**config.mk**
```make
export PLATFORM = sky130hd
export DESIGN_NAME = fetch_redirect_ctrl
export DESIGN_NICKNAME = d
export VERILOG_FILES = /design/src/rtl/fetch_redirect_ctrl.sv
export SDC_FILE = /design/constraint.sdc
export NUM_CORES = 1
export LEC_CHECK = 0
export BUFFER_PORTS_ARGS = -buffer_cell sky130_fd_sc_hd__buf_2
export CAP_MARGIN = 20
export CORE_MARGIN = 2
export CORE_UTILIZATION = 53
export DETAILED_ROUTE_END_ITERATION = 10
export PLACE_DENSITY = 0.77
export SYNTH_ARGS = -nofsm -noshare
export SYNTH_HDL_FRONTEND = slang
export SYNTH_SLANG_ARGS = --single-unit
```
**constraint.sdc**
```tcl
create_clock -name i_clk -period 2.87 [get_ports i_clk]
set_input_delay 0.4305 -clock i_clk [delete_from_list [all_inputs] [get_ports i_clk]]
set_output_delay 0.4305 -clock i_clk [all_outputs]
set_load 0.01 [all_outputs]
```
**src/rtl/fetch_redirect_ctrl.sv**
```systemverilog
// fetch_redirect_ctrl: PC sequencing, execute-stage redirects, wrong-path flush and misalignment fault.
module fetch_redirect_ctrl #(
  parameter logic [31:0] RESET_ADDR   = 32'h0000_0000,
  parameter int          FLUSH_CYCLES = 2
) (
  input  logic        i_clk,
  input  logic        i_rst,
  input  logic        i_ex_valid,
  input  logic        i_jump_cntr,
  input  logic [31:0] i_target,
  input  logic        i_stall,
  output logic        o_imem_req,
  output logic [31:0] o_imem_addr,
  input  logic        i_imem_ready,
  output logic        o_ex_ack,
  output logic        o_flush,
  output logic        o_fault,
  output logic [15:0] o_redirect_cnt
);
  typedef enum logic [1:0] {BOOT, RUN, FLUSH, FAULT} state_t;
  state_t      r_state, w_state_nxt;
  logic [31:0] r_pc, w_pc_nxt;
  logic [2:0]  r_flush_cnt, w_fcnt_nxt;
  logic [15:0] r_redirect_cnt, w_rcnt_nxt;
  logic        w_req, w_ack, w_aligned;
  assign w_req     = (r_state == RUN || r_state == FLUSH) && !i_stall;
  assign w_ack     = r_state == RUN && i_ex_valid && i_jump_cntr && !i_stall;
  assign w_aligned = i_target[1:0] == 2'b00;
  always_comb begin
    w_state_nxt = r_state;
    w_pc_nxt    = (w_req && i_imem_ready) ? r_pc + 32'd4 : r_pc;
    w_fcnt_nxt  = r_flush_cnt;
    w_rcnt_nxt  = r_redirect_cnt;
    case (r_state)
      BOOT: w_state_nxt = RUN;
      RUN: if (w_ack) begin
        // redirect wins over the same-cycle PC+4; a bad target freezes the PC
        w_state_nxt = w_aligned ? FLUSH : FAULT;
        w_pc_nxt    = w_aligned ? i_target : r_pc;
        w_fcnt_nxt  = w_aligned ? 3'(FLUSH_CYCLES) : r_flush_cnt;
        w_rcnt_nxt  = (w_aligned && r_redirect_cnt != 16'hFFFF) ? r_redirect_cnt + 16'd1 : r_redirect_cnt;
      end
      FLUSH: if (!i_stall) begin
        w_fcnt_nxt  = r_flush_cnt - 3'd1;
        w_state_nxt = (r_flush_cnt == 3'd1) ? RUN : FLUSH;
      end
      default: w_pc_nxt = r_pc;
    endcase
  end
  always_ff @(posedge i_clk or posedge i_rst) begin
    if (i_rst) begin
      r_state        <= BOOT;
      r_pc           <= RESET_ADDR;
      r_flush_cnt    <= 3'd0;
      r_redirect_cnt <= 16'd0;
    end else begin
      r_state        <= w_state_nxt;
      r_pc           <= w_pc_nxt;
      r_flush_cnt    <= w_fcnt_nxt;
      r_redirect_cnt <= w_rcnt_nxt;
    end
  end
  assign o_imem_req     = w_req;
  assign o_imem_addr    = r_pc;
  assign o_ex_ack       = w_ack;
  assign o_flush        = r_state == FLUSH || r_state == FAULT;
  assign o_fault        = r_state == FAULT;
  assign o_redirect_cnt = r_redirect_cnt;
endmodule

```
# Word level (Yosys, flattened, before mapping)
# Index checks and enable logic that the tools add are counted.
[totals]
register_bits = 53
input_bits = 38
[classes]
n_addsub = 3
eq_ne = 9
muxes = 13
reduce_logical = 19
[op_table]
columns = ["operator", "n"]
rows = [
  ["$mux 32", 3],
  ["$pmux 32 s2", 1],
  ["$add 32x3->32 const B", 1],
  ["$add 16x1->16 const B", 1],
  ["$ne 16x16->1 const B", 1],
  ["$mux 3", 3],
  ["$logic_and 1x1->1", 6],
  ["$mux 2", 3],
  ["$ne 2x2->1 const B", 3],
  ["$pmux 2 s3", 1],
  ["$pmux 3 s2", 1],
  ["$reduce_and 3->1", 2],
  ["$eq 2x2->1 const B", 2],
  ["$logic_not 2->1", 2],
  ["$reduce_and 4->1", 1],
  ["$reduce_bool 2->1", 2],
  ["$eq 3x1->1 const B", 1],
  ["$ne 3x3->1 const B", 1],
  ["$reduce_bool 3->1", 1],
  ["$sub 3x1->3 const B", 1],
  ["$eq 2x1->1 const B", 1],
  ["$logic_or 1x1->1", 2],
  ["$reduce_and 2->1", 1],
  ["$reduce_or 2->1", 1],
  ["2 further kinds", 2],
]

# Longest topological paths before layout
[logic_depth]
word_depth = 7
ltp_mapped = 11

# Worst setup path after synthesis
# No wires, ideal clock.
[synth_path]
path_type = "register to register"
start = "register r_state[1]"
end = "register r_redirect_cnt[12] (netlist: o_redirect_cnt[12])"
setup_ps = 126
t_arrival_ps = 1923
required_ps = 2744
setup_slack_ps = 821
path_stages_with_launch = 9
path_buffers = 1
period_less_slack_ps = 2049
path_cell_list = "dfrtp_1 > inv_1 > ha_1 > buf_6 > nand4b_4 > or3_4 > nor4b_2 > nand4_1 > xnor2_1"
[synth_between]
elab_chain_len = 5
[synth_lines]
columns = ["item", "line_no", "text"]
rows = [
  ["start: declaration", "21", "state_t r_state, w_state_nxt;"],
  ["start signal: assignment", "57", "r_state <= w_state_nxt;"],
  ["$eq 2x1->1 (*)", "27, 34", ""],
  ["$logic_and 1x1->1 (3 in series)", "27", "assign w_ack = r_state == RUN && i_ex_valid && i_jump_cntr && !i_stall;"],
  ["$reduce_and 3->1 (no source line) (*)", "--", ""],
  ["end signal: assignment", "60", "r_redirect_cnt <= w_rcnt_nxt;"],
  ["end: declaration", "24", "logic [15:0] r_redirect_cnt, w_rcnt_nxt;"],
]
# Every way passes the cells marked *; elsewhere a longest branch is shown, timed or not.
# A chain may end at the register's enable or synchronous reset.

# Final worst setup path
[layout_path]
start = "register r_state[1]"
end = "register r_pc[10] (netlist: o_imem_addr[10])"
[layout_between]
elab_chain_len = 7
word_cells_on_any_way = 16
[layout_lines]
columns = ["item", "line_no", "text"]
rows = [
  ["$eq 2x1->1 or $eq 2x2->1 (tied branches)", "26, 27, 34", ""],
  ["$logic_or 1x1->1", "26", "assign w_req = (r_state == RUN || r_state == FLUSH) && !i_stall;"],
  ["$logic_and 1x1->1", "26", ""],
  ["$logic_and 1x1->1", "31", "w_pc_nxt = (w_req && i_imem_ready) ? r_pc + 32'd4 : r_pc;"],
  ["$mux 32", "31", ""],
  ["$mux 32", "36", "RUN: if (w_ack) begin"],
  ["$pmux 32 s2", "34", "case (r_state)"],
  ["end signal: assignment", "58", "r_pc <= w_pc_nxt;"],
  ["end: declaration", "22", "logic [31:0] r_pc, w_pc_nxt;"],
]
# Parallel ways exist; a longest one is shown, timed or not.

==> flow_summary.json <==
{
  "synth_cell_type_count": 57,
  "drv_slew": 0,
  "final_hold_viol_count": 0,
  "port-buffer-count": 89,
  "ys_async_sr_fraction_pct": 100,
  "synth_top_area_share_pct": 40.6,
  "synth_edf_count": 0,
  "start_util_pct": 54.9,
  "ant_nets": 0,
  "finalWorstSetupSlack_ns": 0.385,
  "clock_path_buffers": 2,
  "fmax_ghz": 0.402,
  "avgSynthCellArea_sq_um": 9.11,
  "io_pins": 90,
  "finalNonFillerCells": 518,
  "dp_cells": 510,
  "syn2layout_area_growth_pct": 18.7,
  "synth_seq_cells": 53,
  "gr-total-overflow": 0,
  "coreArea_sq_um": 5960,
  "antenna_found_initial": 0,
  "layout-drive-gt1-share_pct": 28.0,
  "netlist_area_sq_um": 3270,
  "ir_drop_v": 0.000461,
  "tns_ns": 0,
  "fin_nets": 489,
  "netlist_top_cells_area": "dfrtp_1 41%, a21oi_1 5.5%, a2bb2oi_1 5.4%",
  "vias_per_cell": 6.13,
  "powerDensity_nw_per_um2": 900,
  "setup-violations-final": 0,
  "synthesis.nets": 406,
  "antenna_cells": 0,
  "fin_crit_sh_pct": 86.6,
  "cts_root_buf": "clkbuf_8",
  "drv_cap": 0,
  "cts_resized": 0,
  "rrSetupSlack_ns": 0.39,
  "drc": 0,
  "wl_per_cell_um": 16.2,
  "synth-seq-area-share_pct": 40.6,
  "final_area_sq_um": 3880,
  "r2r_start": "r_state[1]",
  "clk_latency_ns": 0.32,
  "worstMarginPinSlew_ns": 0.742,
  "first_global_vias": 2869,
  "rsz0062_at_grt": "false",
  "drt_pass1_iterations": 5,
  "vias": 3177,
  "synth_flop_cell": "dfrtp_1",
  "post_cts_buffers": 0,
  "grt_pass1_wl_mm": 13.6,
  "crit_start": "r_state[1]",
  "final_core_util_pct": 65.2,
  "drtIter0Drc": 177,
  "cts_buffers": 5,
  "dp_hpwl_mm": 6.01,
  "skew_ns": 0.00734,
  "num_rows": 28,
  "path_clk_slew_ns": 0.10,
  "routed_wirelength_mm": 8.37,
  "cts_max_level": 2,
  "placed_area_sq_um": 3750,
  "cp.required_ns": 3.10,
  "cp_max_fo": 26,
  "gp_congestion": 0.835,
  "place_ws_ns": 0.414,
  "final_common_cell": "buf_2",
  "status": "completed",
  "endpoint_kind": "flip-flop",
  "fillCellCount": 514,
  "yosys_warnings": 0,
  "postCtsHoldBufs": 0,
  "grt.total_usage_pct": 25.6,
  "die_height_um": 82.6,
  "synth.largest_area_cell": "dfrtp_1",
  "die_x_um": 82.6,
  "layout_common_cells": "89 x buf_2, 53 x dfrtp_1, 35 x a21oi_1, 25 x nand3_1, 24 x nand2_1",
  "fin_crit_ns": 2.48,
  "max_slew_margin_pct": 50.2,
  "postSynthCellCount": 359,
  "cts.sinks": 53,
  "grt_max_degree": 36,
  "critPathLaunchType": "flip-flop",
  "hp-class": "primary input to asynchronous set/reset pin",
  "p_leak_nw": 1.82,
  "dieArea_sq_um": 6820,
  "arrival_ns": 2.72,
  "critPathKind": "flip-flop to flip-flop",
  "cts_tree": "built"
}
cells in the mapped netlist, drive strengths merged, types with 2 or more instances:
library cell	instances
buf	13
or2	4
and4	5
nor3	6
o22ai	17
ha	9
nand2	24
xor2	4
xnor2	7
o31a	2
a21o	4
and3	7
inv	12
clkbuf	10
a2bb2oi	20
dfrtp	53
nand3	25
a22o	2
nor2	21
nand4b	5
or3	4
o21ai	21
a311oi	2
nor4	5
and2	3
nand4	18
a21oi	36
nand3b	3
final cells by class:
cell class / instances / area [sq um] / share of cell area, %
clock buffers: 5 / 68.8 / 1.77
clock inverters: 3 / 65.1 / 1.68
inverters: 12 / 45.0 / 1.16
multi-input cells: 271 / 1760 / 45.4
flip-flops and latches: 53 / 1330 / 34.1
well taps: 75 / 93.8 / 2.42
repair buffers: 99 / 520 / 13.4
path summary, 6_finish.rpt:
path,end,cells past startpoint
max in group asynchronous,o_redirect_cnt[3],3
worst min register to register,o_redirect_cnt[4],1
worst max register to register,o_imem_addr[10],8
worst max-delay path,o_imem_addr[10],8
worst min-delay path,o_imem_addr[16],2
min in group i_clk,o_imem_addr[12],3
per-stage QoR:
stage | total power [mW] | hold slack (ns)
6_report | 3.49 | 0.0892
5_1_grt | 3.76 | 0.122
4_1_cts | 3.49 | 0.103
3_5_place_dp | 2.88 | 0.450
3_3_place_gp | 2.83 | 0.453
2_1_floorplan | 2.33 | 0.485
worst max-delay path: stages (launching register included):
cell and delay [ns]:
dfrtp_1 0.42, inv_1 0.11, ha_1 0.35, nand4b_4 0.21, or3_2 0.61, buf_4 0.28, nand3_1 0.11, o21ai_0 0.08
a22oi_1 0.21
logic make-up after synthesis:
kind of cell               after synthesis  share of synthesized area, %
AOI/OAI and AO/OA                      115                          22.8
xor gates and xnor gates                11                          2.95
adders and majority gates                9                          3.44
buffers and inverters                   35                          5.66
DFF                                     53                          40.6
muxes                                    2                         0.650
and+or+nand+nor                        134                          23.9
where the power goes:
| part | total, mW | switching [mW] | internal (mW) |
|---|---|---|---|
| clock | 0.607 | 0.261 | 0.347 |
| sequential | 1.33 | 0.331 | 1.00 |
| combinational | 1.55 | 0.917 | 0.637 |
| total | 3.49 | 1.51 | 1.98 |
routing by layer:
| metal | global-route usage (%) | routed length (um) |
|---|---|---|
| met5 | 0 | 0 |
| met2 | 42.3 | 4020 |
| met1 | 34.3 | 3620 |
| met4 | 7.38 | 152 |
| met3 | 5.00 | 566 |
registers in the layout, summed over array words and instances, names as in the netlist:
| register | flops |
|---|---|
| r_state | 2 |
| o_redirect_cnt | 16 |
| r_flush_cnt | 3 |
| o_imem_addr | 32 |
Power figures use the tool's default switching activity.
